### src/rtl/maxpool_scan_ctrl_pkg.sv
// rtl/maxpool_scan_ctrl_pkg.sv - shared types, defaults and output-size helpers for the 3x3 max-pool scanner
//
// Purpose: state encoding, default widths and the OUT_W/OUT_H derivation,
//          which the layer FSM also uses to size the output buffer.
package maxpool_scan_ctrl_pkg;

  localparam int MP_DATA_W = 16;
  localparam int MP_ADDR_W = 12;
  localparam int MP_WIN    = 3;

  typedef enum logic [2:0] {
    S_IDLE  = 3'd0,
    S_FETCH = 3'd1,
    S_DRAIN = 3'd2,
    S_WRITE = 3'd3,
    S_DONE  = 3'd4
  } state_t;

  // Number of whole windows along one axis; partial edge windows are dropped.
  function automatic int calc_out_w(input int img_w, input int stride);
    return (img_w - MP_WIN) / stride + 1;
  endfunction

  function automatic int calc_out_h(input int img_h, input int stride);
    return (img_h - MP_WIN) / stride + 1;
  endfunction

endpackage

### src/rtl/maxpool_scan_ctrl_cmp.sv
// rtl/maxpool_scan_ctrl_cmp.sv - combinational 9-input unsigned maximum (3x3 MaxPool comparator)
//
// Purpose: returns the largest of din1..din9; ties return the shared value.
// Ports:
//   din1..din9  in  DATA_W  window pixels (unsigned)
//   dout        out DATA_W  maximum of the nine inputs
module maxpool_scan_ctrl_cmp #(
  parameter int DATA_W = 16
) (
  input  logic [DATA_W-1:0] din1,
  input  logic [DATA_W-1:0] din2,
  input  logic [DATA_W-1:0] din3,
  input  logic [DATA_W-1:0] din4,
  input  logic [DATA_W-1:0] din5,
  input  logic [DATA_W-1:0] din6,
  input  logic [DATA_W-1:0] din7,
  input  logic [DATA_W-1:0] din8,
  input  logic [DATA_W-1:0] din9,
  output logic [DATA_W-1:0] dout
);

  function automatic logic [DATA_W-1:0] max2(input logic [DATA_W-1:0] a,
                                             input logic [DATA_W-1:0] b);
    return (a > b) ? a : b;
  endfunction

  logic [DATA_W-1:0] w_m12, w_m34, w_m56, w_m78, w_m1234, w_m5678, w_m18;

  // Balanced tree keeps the comparator depth at four levels.
  assign w_m12   = max2(din1, din2);
  assign w_m34   = max2(din3, din4);
  assign w_m56   = max2(din5, din6);
  assign w_m78   = max2(din7, din8);
  assign w_m1234 = max2(w_m12, w_m34);
  assign w_m5678 = max2(w_m56, w_m78);
  assign w_m18   = max2(w_m1234, w_m5678);
  assign dout    = max2(w_m18, din9);

endmodule

### src/rtl/maxpool_scan_ctrl.sv
// rtl/maxpool_scan_ctrl.sv - scans a feature map in SRAM and writes 3x3 window maxima
//
// Purpose: fetches the nine taps of each window (9 reads), drains the last
//          read, then writes the window maximum; 11 cycles per window.
// Ports:
//   clk      in  1       rising-edge clock
//   reset    in  1       asynchronous active-high reset
//   start    in  1       pulse starting a full-map pass (ignored unless idle)
//   busy     out 1       high in FETCH/DRAIN/WRITE
//   done     out 1       one-cycle pulse after the last write
//   rd_en    out 1       input SRAM read strobe
//   rd_addr  out ADDR_W  input pixel address, y*IMG_W + x
//   rd_data  in  DATA_W  read data, valid one cycle after rd_en
//   wr_en    out 1       output write strobe
//   wr_addr  out ADDR_W  output address, oy*OUT_W + ox
//   wr_data  out DATA_W  window maximum
module maxpool_scan_ctrl
  import maxpool_scan_ctrl_pkg::*;
#(
  parameter int DATA_W = MP_DATA_W,
  parameter int IMG_W  = 64,
  parameter int IMG_H  = 64,
  parameter int STRIDE = 3,
  parameter int ADDR_W = MP_ADDR_W
) (
  input  logic              clk,
  input  logic              reset,
  input  logic              start,
  output logic              busy,
  output logic              done,
  output logic              rd_en,
  output logic [ADDR_W-1:0] rd_addr,
  input  logic [DATA_W-1:0] rd_data,
  output logic              wr_en,
  output logic [ADDR_W-1:0] wr_addr,
  output logic [DATA_W-1:0] wr_data
);

  localparam int LP_OUT_W = calc_out_w(IMG_W, STRIDE);
  localparam int LP_OUT_H = calc_out_h(IMG_H, STRIDE);

  localparam logic [ADDR_W-1:0] LP_STRIDE_A  = ADDR_W'(STRIDE);
  localparam logic [ADDR_W-1:0] LP_IMG_W_A   = ADDR_W'(IMG_W);
  localparam logic [ADDR_W-1:0] LP_OUT_W_A   = ADDR_W'(LP_OUT_W);
  localparam logic [ADDR_W-1:0] LP_OUT_W_M1  = ADDR_W'(LP_OUT_W - 1);
  localparam logic [ADDR_W-1:0] LP_OUT_H_M1  = ADDR_W'(LP_OUT_H - 1);

  generate
    if (IMG_W * IMG_H > (2 ** ADDR_W)) begin : g_bad_addr_w
      $error("maxpool_scan_ctrl: IMG_W*IMG_H exceeds 2**ADDR_W");
    end
    if (STRIDE < 1 || STRIDE > 3) begin : g_bad_stride
      $error("maxpool_scan_ctrl: STRIDE must be 1..3");
    end
    if (IMG_W < 3 || IMG_H < 3) begin : g_bad_img
      $error("maxpool_scan_ctrl: map smaller than one window");
    end
  endgenerate

  state_t            r_state;
  logic [ADDR_W-1:0] r_ox, r_oy;
  logic [3:0]        r_k;
  logic [DATA_W-1:0] r_cap [9];
  logic              r_busy, r_done, r_rd_en, r_wr_en;
  logic [ADDR_W-1:0] r_rd_addr, r_wr_addr;

  logic              w_last_col, w_last_win;
  logic [ADDR_W-1:0] w_next_ox, w_next_oy;
  logic [DATA_W-1:0] w_max;

  // Address of tap k (row-major inside the window) for window (ox, oy).
  function automatic logic [ADDR_W-1:0] tap_addr(input logic [ADDR_W-1:0] ox,
                                                 input logic [ADDR_W-1:0] oy,
                                                 input logic [3:0]        k);
    logic [ADDR_W-1:0] kr, kc;
    kr = ADDR_W'(k / 4'd3);
    kc = ADDR_W'(k % 4'd3);
    return (oy * LP_STRIDE_A + kr) * LP_IMG_W_A + ox * LP_STRIDE_A + kc;
  endfunction

  assign w_last_col = (r_ox == LP_OUT_W_M1);
  assign w_last_win = w_last_col && (r_oy == LP_OUT_H_M1);
  assign w_next_ox  = w_last_col ? '0 : r_ox + 1'b1;
  assign w_next_oy  = w_last_col ? r_oy + 1'b1 : r_oy;

  maxpool_scan_ctrl_cmp #(.DATA_W(DATA_W)) u_cmp (
    .din1 (r_cap[0]),
    .din2 (r_cap[1]),
    .din3 (r_cap[2]),
    .din4 (r_cap[3]),
    .din5 (r_cap[4]),
    .din6 (r_cap[5]),
    .din7 (r_cap[6]),
    .din8 (r_cap[7]),
    .din9 (r_cap[8]),
    .dout (w_max)
  );

  // Strobes and addresses are registered one cycle ahead: each transition
  // loads the values the next state must present.
  always_ff @(posedge clk or posedge reset) begin
    if (reset) begin
      r_state   <= S_IDLE;
      r_ox      <= '0;
      r_oy      <= '0;
      r_k       <= '0;
      r_busy    <= 1'b0;
      r_done    <= 1'b0;
      r_rd_en   <= 1'b0;
      r_wr_en   <= 1'b0;
      r_rd_addr <= '0;
      r_wr_addr <= '0;
      for (int i = 0; i < 9; i++) r_cap[i] <= '0;
    end else begin
      r_rd_en <= 1'b0;
      r_wr_en <= 1'b0;
      r_done  <= 1'b0;
      case (r_state)
        S_IDLE: begin
          if (start) begin
            r_ox      <= '0;
            r_oy      <= '0;
            r_k       <= '0;
            r_busy    <= 1'b1;
            r_rd_en   <= 1'b1;
            r_rd_addr <= '0;
            r_state   <= S_FETCH;
          end
        end
        S_FETCH: begin
          // Data for the previous tap arrives this cycle.
          if (r_k != 4'd0) r_cap[r_k - 4'd1] <= rd_data;
          if (r_k == 4'd8) begin
            r_state <= S_DRAIN;
          end else begin
            r_k       <= r_k + 4'd1;
            r_rd_en   <= 1'b1;
            r_rd_addr <= tap_addr(r_ox, r_oy, r_k + 4'd1);
          end
        end
        S_DRAIN: begin
          r_cap[8]  <= rd_data;
          r_wr_en   <= 1'b1;
          r_wr_addr <= r_oy * LP_OUT_W_A + r_ox;
          r_state   <= S_WRITE;
        end
        S_WRITE: begin
          r_ox <= w_next_ox;
          r_oy <= w_next_oy;
          if (w_last_win) begin
            r_busy  <= 1'b0;
            r_done  <= 1'b1;
            r_state <= S_DONE;
          end else begin
            r_k       <= '0;
            r_rd_en   <= 1'b1;
            r_rd_addr <= tap_addr(w_next_ox, w_next_oy, 4'd0);
            r_state   <= S_FETCH;
          end
        end
        S_DONE: begin
          r_state <= S_IDLE;
        end
        default: begin
          r_state <= S_IDLE;
        end
      endcase
    end
  end

  assign busy    = r_busy;
  assign done    = r_done;
  assign rd_en   = r_rd_en;
  assign rd_addr = r_rd_addr;
  assign wr_en   = r_wr_en;
  assign wr_addr = r_wr_addr;
  assign wr_data = w_max;

endmodule

### config.mk
export PLATFORM = sky130hd
export DESIGN_NAME = maxpool_scan_ctrl
export DESIGN_NICKNAME = d
export VERILOG_FILES = /design/src/rtl/maxpool_scan_ctrl_pkg.sv /design/src/rtl/maxpool_scan_ctrl_cmp.sv /design/src/rtl/maxpool_scan_ctrl.sv
export SDC_FILE = /design/constraint.sdc
export NUM_CORES = 1
export LEC_CHECK = 0
export BUFFER_PORTS_ARGS = -buffer_cell sky130_fd_sc_hd__clkbuf_2
export CAP_MARGIN = 10
export CORE_MARGIN = 3
export CORE_UTILIZATION = 50
export CTS_BUF_LIST = sky130_fd_sc_hd__clkbuf_8 sky130_fd_sc_hd__clkbuf_16
export DETAILED_ROUTE_END_ITERATION = 7
export PLACE_DENSITY = 0.73
export SLEW_MARGIN = 10
export SYNTH_ARGS = -nofsm -noshare
export SYNTH_HDL_FRONTEND = slang
export SYNTH_SLANG_ARGS = --single-unit
### constraint.sdc
create_clock -name clk -period 27.2 [get_ports clk]
set_input_delay 1.36 -clock clk [delete_from_list [all_inputs] [get_ports clk]]
set_output_delay 1.36 -clock clk [all_outputs]
set_load 0.01 [all_outputs]
==> reports/qor.txt <==
# H-tree levels -> 1
Post-DP HPWL -> 30790 um
Final min period -> 12.48 ns
Worst-path clk slew -> 0.06 ns
post-CTS sizing -> 0
area growth from synthesis to layout -> 8.872%
initial antenna violation count -> 0
RSZ-0062 raised after global routing -> false
Lkg Pwr -> 8.961 nW
Core ar. -> 32700 um2
M3 GR Usage -> 2.847%
first-pass GRT wire length -> 66240 um
WP data required -> 25.84 ns
vias per cell -> 5.638
Port Buffers -> 62
Total GRT Usage -> 22.93%
routed vias -> 12740
cts bufs inserted -> 25
nets@finish -> 2095
CP Capture Type -> output port
startpoint types -> register
Max Slew Vio Count -> 0
Syn Nets -> 2070
EDFF count, synth -> 0
delay of the slowest critical-path stage -> 0.84 ns
Async SR Flop Fraction -> 100.0%
final setup fails -> 0
vias in the first global route -> 13010
CP top delay family -> compound AO/OA/AOI/OAI gates
drt total wl -> 40410 um
post-route cell area -> 18190 um2
PD cells -> 58.36 nW/um2
ys flop type -> dfrtp_1
Initial Util -> 51.10%
crit path kind -> register to output port
GP Congestion -> 0.9110
DRC Markers -> 0
synth top area cells -> dfrtp_1, ha_1, mux2_2, inv_1, fa_1
Synth Register Bits -> 203
top-area cell type share of the netlist area -> 30.40%
total setup buffers inserted after CTS -> 0
hold_buf cts -> 0
Mapped Area -> 16710 um2
Min Hold Slack -> 0.4731 ns
busiest grt layer -> met2
Crit-path slowest cell -> nor2_2
Synth area leader -> dfrtp_1
share of layout cells above drive strength 1 -> 14.74%
worst-margin pin slew -> 1.060 ns
sequential area share after synthesis -> 30.40%
status -> complete, no violations
# rows -> 66
Placement Cell Area -> 17360 um2
Final TNS setup -> 0 ns
setup slack after layout -> 14.72 ns
clk_lat worst skew -> 0.54 ns
met2 Usage GRT -> 40.49%
worst reg2reg path depth -> 28
height of the die -> 188.8 um
final hold violations -> 0
count of different cell masters after synthesis -> 69
Max-cap violations -> 0
mean post-synth cell area -> 9.393 um2
CTS sink cnt -> 203
CTS root buf -> clkbuf_16
final clock period utilization by the worst path -> 45.88%
WL per Instance -> 17.88 um
number of cells after detailed placement -> 2219
fin cells -> 2260
die area -> 35650 um2
Die Wd -> 188.8 um
drt pass-1 iters -> 5
Arrival @ worst endpoint -> 11.12 ns
Slew headroom -> 29.10%
warnings from Yosys -> 0
Worst Hold Class -> register to register
total gr overflow -> 0
Worst path depth -> 36
largest net degree at the start of global routing -> 134
Gate Count Post-Synth -> 1779
Worst VDD drop -> 48.68 uV
Clock Tree Buf Depth -> 3
DR iter-0 viols -> 719
Antenna diodes -> 0
CTS tree -> done
CP max FO -> 29
Boundary Pins -> 63
Antenna Nets Post-Route -> 0
Total Power -> 1.062 mW
most frequent CP cell -> ha_1
Max Freq -> 0.08014 GHz
met1 usage -> 29.11%
worst hold path cell count -> 2
Worst Skew -> 0.02151 ns
Buf/Inv on CP -> 2
Setup Slack @ Placement -> 15.49 ns
utilization after layout -> 55.64%
==> path summary, 6_finish.rpt <==
kind / from / slack (ns) / endpoint
worst min register to register: wr_addr[2] / 0.47 / wr_addr[2]
min in group asynchronous: reset / 1.05 / wr_addr[2]
worst min-delay path: wr_addr[2] / 0.47 / wr_addr[2]
worst max-delay path: r_cap[46] / 14.72 / wr_data[15]
max in group asynchronous: reset / 24.67 / r_cap[36]
worst max register to register: r_k[0] / 20.46 / rd_addr[11]
==> cell type report <==
class	count	area [um2]
clock buffers	31	708.2
fillers	2942	14510
inverters	235	889.6
well taps	442	553.0
flip-flops and latches	203	5080
clock inverters	10	123.9
multi-input cells	1268	10460
repair buffers	71	377.9
==> flip-flops by register name (all words and copies together), names as in the netlist <==
register and count:
rd_en 1, done 1, wr_addr 12, r_oy 12, busy 1, r_k 4, wr_en 1, r_state 3
r_ox 12, r_cap 144, rd_addr 12
==> synth_stat cells, types with 3 or more instances <==
cell type,n
and2_1,5
a211o_1,3
o21bai_1,9
mux2i_1,58
buf_2,8
o21ai_0,118
nand4_1,23
nand2b_1,10
nor2_1,72
buf_6,4
and3_1,16
nor4_1,4
nand2_1,144
ha_1,231
a21oi_1,90
a211oi_1,7
o211ai_1,6
o2bb2ai_1,3
dfrtp_1,203
a31oi_1,9
nand4b_1,3
xnor2_1,51
or4_1,5
clkbuf_1,56
xor2_1,14
nor2b_1,10
buf_1,3
inv_1,234
o21a_1,12
and4_1,3
a22oi_1,11
o21ai_1,17
o22ai_1,17
nand3_1,29
nor3_1,27
or3_1,11
mux2_4,8
a211oi_2,11
a21o_1,33
mux2_2,123
fa_1,41
o31ai_1,3
==> tightest hold or removal path, stage by stage (launching register included) <==
cell     delay (ns)
dfrtp_1        0.34
nand2_1        0.05
nand2_1        0.05
==> power by group <==
part	switching (mW)	total (mW)	internal, mW
sequential	0.00769	0.321	0.313
clock	0.130	0.339	0.210
combinational	0.244	0.402	0.157
==> layer usage <==
layer  wire, um  vias up  part of all wire [%]
li1           -     6198                     -
met1      17640     6213                    44
met2      19860      254                    49
met3       1613       77                   4.0
met4       1302        0                   3.2
met5          0        -                     0
==> cell usage in the layout (no fill, tap or decap), types with 7 or more instances in the layout <==
cell	Yosys	final
and3_1	16	16
xor2_1	14	14
a211oi_1	7	7
xnor2_1	51	51
o21ai_1	17	17
nand4_1	23	23
nand2_1	144	144
a22oi_1	11	11
o21bai_1	9	8
or3_1	11	11
ha_1	231	231
nor2b_1	10	10
nand3_1	29	29
mux2_2	123	123
nor2_1	72	71
fa_1	41	41
o21a_1	12	12
o21ai_0	118	118
clkbuf_16	0	25
mux2i_1	58	58
a21o_1	33	33
buf_4	1	9
mux2_4	8	8
a31oi_1	9	7
dfrtp_1	203	203
clkbuf_2	1	62
nor3_1	27	26
inv_1	234	238
a21oi_1	90	88
nand2b_1	10	10
o22ai_1	17	17
a211oi_2	11	11
==> logic make-up (layout without fill, tap and decap cells) <==
group / count (synthesis) / count (layout) / synth area share, %
adder cells (fa/ha/maj): 272 / 272 / 22.21
AND/OR/NAND/NOR: 370 / 370 / 10.42
AO/OA/AOI/OAI: 372 / 372 / 13.90
multiplexers: 189 / 189 / 12.48
XOR/XNOR: 65 / 65 / 3.407
flip-flops: 203 / 203 / 30.40
buffers and inverters: 308 / 347 / 7.188
No activity file was read; power rests on OpenSTA's default activity.
